[config.mk]
export PLATFORM = sky130hd
export DESIGN_NAME = rgb_pwm_sequencer
export DESIGN_NICKNAME = d
export VERILOG_FILES = /design/src/rtl/rgb_pwm_sequencer.sv
export SDC_FILE = /design/constraint.sdc
export NUM_CORES = 1
export LEC_CHECK = 0
export BUFFER_PORTS_ARGS = -buffer_cell sky130_fd_sc_hd__buf_2
export CORE_ASPECT_RATIO = 0.5
export CORE_MARGIN = 5
export CORE_UTILIZATION = 62
export CTS_CLUSTER_DIAMETER = 150
export DETAILED_ROUTE_END_ITERATION = 16
export PLACE_DENSITY = 0.8
export SLEW_MARGIN = 20
export SYNTH_ARGS = -nofsm -noshare
export SYNTH_HDL_FRONTEND = slang
export SYNTH_SLANG_ARGS = --single-unit
[constraint.sdc]
create_clock -name CLK -period 2.05 [get_ports CLK]
set_clock_uncertainty 0.1 [all_clocks]
set_input_delay 0.41 -clock CLK [delete_from_list [all_inputs] [get_ports CLK]]
set_output_delay 0.41 -clock CLK [all_outputs]
set_load 0.05 [all_outputs]
[src/rtl/rgb_pwm_sequencer.sv]
// RGB colour-wheel fader: a step tick walks a level through R->G->B->R phases and
// three PWM channels render the resulting duties with period-boundary shadowing.
module rgb_pwm_sequencer #(
  parameter int WIDTH      = 8,
  parameter bit ACTIVE_LOW = 1'b0
) (
  input  logic       CLK,
  input  logic       RESETN,
  input  logic       EN,
  input  logic       TICK,
  output logic       LED_R,
  output logic       LED_G,
  output logic       LED_B,
  output logic [1:0] PHASE,
  output logic       WRAP
);

  localparam logic [WIDTH-1:0] MAX = '1;

  typedef enum logic [1:0] {
    S_RG = 2'd0,
    S_GB = 2'd1,
    S_BR = 2'd2
  } wheel_t;

  wheel_t           state;
  wheel_t           state_next;
  logic [WIDTH-1:0] level;
  logic [WIDTH-1:0] level_next;
  logic             wrap_next;
  logic [WIDTH-1:0] pwm_cnt;
  logic [WIDTH-1:0] dr;
  logic [WIDTH-1:0] dg;
  logic [WIDTH-1:0] db;
  logic [WIDTH-1:0] tr;
  logic [WIDTH-1:0] tg;
  logic [WIDTH-1:0] tb;
  logic             step;
  logic             boundary;

  assign step     = EN & TICK;
  assign boundary = EN && (pwm_cnt == MAX);
  assign PHASE    = state;

  always_ff @(posedge CLK or negedge RESETN) begin
    if (!RESETN) begin
      state <= S_RG;
      level <= '0;
      WRAP  <= 1'b0;
    end else begin
      state <= state_next;
      level <= level_next;
      WRAP  <= wrap_next;
    end
  end

  always_comb begin
    state_next = state;
    level_next = level;
    wrap_next  = 1'b0;
    tr         = '0;
    tg         = '0;
    tb         = '0;

    if (step) begin
      if (level == MAX) begin
        level_next = '0;
        case (state)
          S_RG: state_next = S_GB;
          S_GB: state_next = S_BR;
          S_BR: begin
            state_next = S_RG;
            wrap_next  = 1'b1;
          end
          default: state_next = S_RG;
        endcase
      end else begin
        level_next = level + WIDTH'(1);
      end
    end

    // Targets come from the current (pre-tick) registers, so a tick landing on a
    // period boundary only shows up one period later.
    case (state)
      S_RG: begin
        tr = MAX - level;
        tg = level;
      end
      S_GB: begin
        tg = MAX - level;
        tb = level;
      end
      S_BR: begin
        tb = MAX - level;
        tr = level;
      end
      default: begin
        tr = '0;
        tg = '0;
        tb = '0;
      end
    endcase
  end

  always_ff @(posedge CLK or negedge RESETN) begin
    if (!RESETN) begin
      pwm_cnt <= '0;
    end else if (EN) begin
      pwm_cnt <= pwm_cnt + WIDTH'(1);
    end
  end

  always_ff @(posedge CLK or negedge RESETN) begin
    if (!RESETN) begin
      dr <= '0;
      dg <= '0;
      db <= '0;
    end else if (boundary) begin
      dr <= tr;
      dg <= tg;
      db <= tb;
    end
  end

  always_ff @(posedge CLK or negedge RESETN) begin
    if (!RESETN) begin
      LED_R <= ACTIVE_LOW;
      LED_G <= ACTIVE_LOW;
      LED_B <= ACTIVE_LOW;
    end else begin
      LED_R <= (EN && (pwm_cnt < dr)) ^ ACTIVE_LOW;
      LED_G <= (EN && (pwm_cnt < dg)) ^ ACTIVE_LOW;
      LED_B <= (EN && (pwm_cnt < db)) ^ ACTIVE_LOW;
    end
  end

endmodule

==> metrics.txt <==
status=finished, violations left; violated checks=negative hold slack; Detailed Routing Iterations Pass 1=5; type of destination of the critical path=register; cell area power density=1140 mW/mm^2; RSZ-0062 raised after global routing=false; vias in the first global route=1962; Clock Latency Late Sink=300 ps; die footprint=0.00592 sq mm; starting utilization of the core area=63.1%; DP Wirelength=4060 um; cell count after synthesis=265; antenna-violating nets left=0; Slew Viols, Final=0; clock network power share=17.1%; floorplan row count=17; Worst Hold Class=input port to async pin; die width=104 um; Final setup violation count=0; CP required=2110 ps; worst-case vdd ir drop=0.000590 V; Num Clock Sinks=46; count of synthesis-stage warnings from yosys=0; Tightest Pin Transition=571 ps; post-synth net total=292; sequential-to-total area share from yosys stat=42.1%; DRC errors left=0; clock root buffer=sky130_fd_sc_hd__clkbuf_8; number of max-cap violations=0; initial DRC count=98; core outline area=0.00434 sq mm; gr ovfl total=0; Most used DFF post-synth=sky130_fd_sc_hd__dfrtp_1; post-synthesis to final-layout area growth=7.86%; CP Launch Point=pwm_cnt[3]$_DFFE_PN0P_; final weighted congestion in routability-driven placement=0.804; number of top-level pins=10; floorplan die height=57.0 um; asr flop ratio synth=100%; crit share post-route=93.0%; critical path class=register to register; CP startpoint kind=register; Avg Cell Area, Syn=10.3 sq um; diode count=0; clock buffer count from CTS=5; Max Freq=524 MHz; largest net degree at the start of global routing=27; flop and latch count out of synthesis=46; endpoint arrival time on the critical path=1970 ps; EDFF count, synth=0; distinct cell type count after synthesis=36; cells resized by post-CTS repair=0; time the final worst path needs with I/O delays and setup=1910 ps; power consumption=0.00337 W; detail-routed via count per cell=5.76; Worst slew margin=61.9%; number of nets in the layout=304; maximum fanout count along the critical path=7; Worst-path clk slew=80 ps; maximum buffer depth of the clock tree=2; fraction of layout instances using a drive strength above 1=20.9%; global-route usage over all layers=20.3%; Routed WL per cell=16.3 um; Reg power frac=38.2%; reg-to-reg critical path startpoint=pwm_cnt[3]$_DFFE_PN0P_; total negative slack for setup checks=0 ps; CTS Hold Buffers Added=0; total number of vias=1931; first-pass GRT wire length=9630 um; worst r2r path cells=4; port buffer count=9; cell-internal power=0.00199 W; Static Leakage=1.40 nW; sw frac=40.9%; worst flop-to-flop path endpoint=LED_B$_DFF_PN0_; initial antenna violation count=0; CTS H-tree lvls=2; Reg2Reg Setup Slack=140 ps; number of buffers inserted by post-CTS setup repair=0; reported net switching power=0.00138 W; combinational cell fraction of total power=44.7%; hold violation count in the final report=3; Total Routed Length=5470 um; CTS tree=done; worst hold margin=-3.01 ps; combined area of all synthesized cells=0.00274 sq mm
area by class of cell:
| type | count | area, sq um |
|---|---|---|
| Multi-Input combinational cell | 176 | 1390 |
| Fill cell | 330 | 1390 |
| Sequential cell | 46 | 1150 |
| Timing Repair Buffer | 23 | 150 |
| Inverter | 25 | 93.8 |
| Clock buffer | 7 | 86.3 |
| Tap cell | 57 | 71.3 |
| Clock inverter | 1 | 5.00 |
synth_stat cells (4+ instances only):
| cell | count | area share [%] |
|---|---|---|
| sky130_fd_sc_hd__dfrtp_1 | 46 | 42 |
| sky130_fd_sc_hd__mux2_2 | 27 | 11 |
| sky130_fd_sc_hd__inv_1 | 25 | 3.4 |
| sky130_fd_sc_hd__ha_1 | 23 | 11 |
| sky130_fd_sc_hd__nor2_1 | 21 | 2.9 |
| sky130_fd_sc_hd__nand2_1 | 18 | 2.5 |
| sky130_fd_sc_hd__xnor2_1 | 14 | 4.5 |
| sky130_fd_sc_hd__xor2_1 | 12 | 3.8 |
| sky130_fd_sc_hd__o22ai_1 | 8 | 1.8 |
| sky130_fd_sc_hd__clkbuf_1 | 7 | 0.96 |
| sky130_fd_sc_hd__buf_2 | 6 | 1.1 |
| sky130_fd_sc_hd__o21ai_0 | 6 | 1.1 |
| sky130_fd_sc_hd__nand3_1 | 5 | 0.91 |
| sky130_fd_sc_hd__nand4_1 | 5 | 1.1 |
| sky130_fd_sc_hd__a211oi_1 | 4 | 1.1 |
| sky130_fd_sc_hd__nand2b_1 | 4 | 0.91 |
cell families (layout without fill, tap and decap cells):
group / count (synthesis) / count (layout) / share of synthesized area (%)
AND/OR/NAND/NOR: 65 / 65 / 11.6
flip-flops: 46 / 46 / 42.1
buffers and inverters: 43 / 56 / 7.00
AO/OA/AOI/OAI: 34 / 34 / 9.01
multiplexers: 28 / 28 / 11.5
XOR/XNOR: 26 / 26 / 8.32
adder cells (fa/ha/maj): 23 / 23 / 10.5
registers in the layout, summed over array words and instances, names as in the netlist:
signal,cells
db,8
level,8
pwm_cnt,8
PHASE,2
dg,8
WRAP,1
LED_R,1
dr,8
LED_G,1
LED_B,1
worst max-delay path, cell delays in order, from the launching register on:
cell                       delay, ps
sky130_fd_sc_hd__dfrtp_1         500
sky130_fd_sc_hd__ha_1            370
sky130_fd_sc_hd__a211oi_1        230
sky130_fd_sc_hd__o21ai_0         140
sky130_fd_sc_hd__a221oi_1        420
metrics by stage:
stage	cell area [sq um]	util, %	setup slack [ps]	std cells
floorplan	2740	-	256	265
global placement	2860	65.9	211	327
detailed placement	2860	65.9	195	327
CTS	2950	68.0	172	335
global route	2950	68.0	44.9	335
finish	2950	68.0	143	335
how the worst max path moves through the flow:
stage                        endpoint  slack [ps]
CTS                   LED_B$_DFF_PN0_         170
floorplan           dr[6]$_DFFE_PN0P_         260
detailed placement    LED_B$_DFF_PN0_         190
global placement    dr[2]$_DFFE_PN0P_         210
finish                LED_B$_DFF_PN0_         140
global route          LED_B$_DFF_PN0_          40
placed cells by master, fill, tap and decap left out, types with 8 or more instances in the layout:
master	Yosys	layout
sky130_fd_sc_hd__buf_4	2	14
sky130_fd_sc_hd__mux2_2	27	27
sky130_fd_sc_hd__xor2_1	12	12
sky130_fd_sc_hd__inv_1	25	25
sky130_fd_sc_hd__nand2_1	18	18
sky130_fd_sc_hd__o22ai_1	8	8
sky130_fd_sc_hd__ha_1	23	23
sky130_fd_sc_hd__buf_2	6	9
sky130_fd_sc_hd__dfrtp_1	46	46
sky130_fd_sc_hd__nor2_1	21	21
sky130_fd_sc_hd__xnor2_1	14	14
power by group through the flow:
stage	Combinational, W	Clock (W)	Sequential (W)
floorplan	0.00104	0	0.00130
global placement	0.00141	0	0.00129
detailed placement	0.00150	0	0.00130
CTS	0.00151	0.000580	0.00128
global route	0.00168	0.000627	0.00131
finish	0.00151	0.000576	0.00129
layer usage:
layer,up-vias,routed length [um],GRT usage [%]
li1,932,-,-
met1,935,2620,29.0
met2,56,2480,31.6
met3,8,325,4.97
met4,0,43,4.80
met5,-,0,0
No activity file was read; power rests on OpenSTA's default activity.
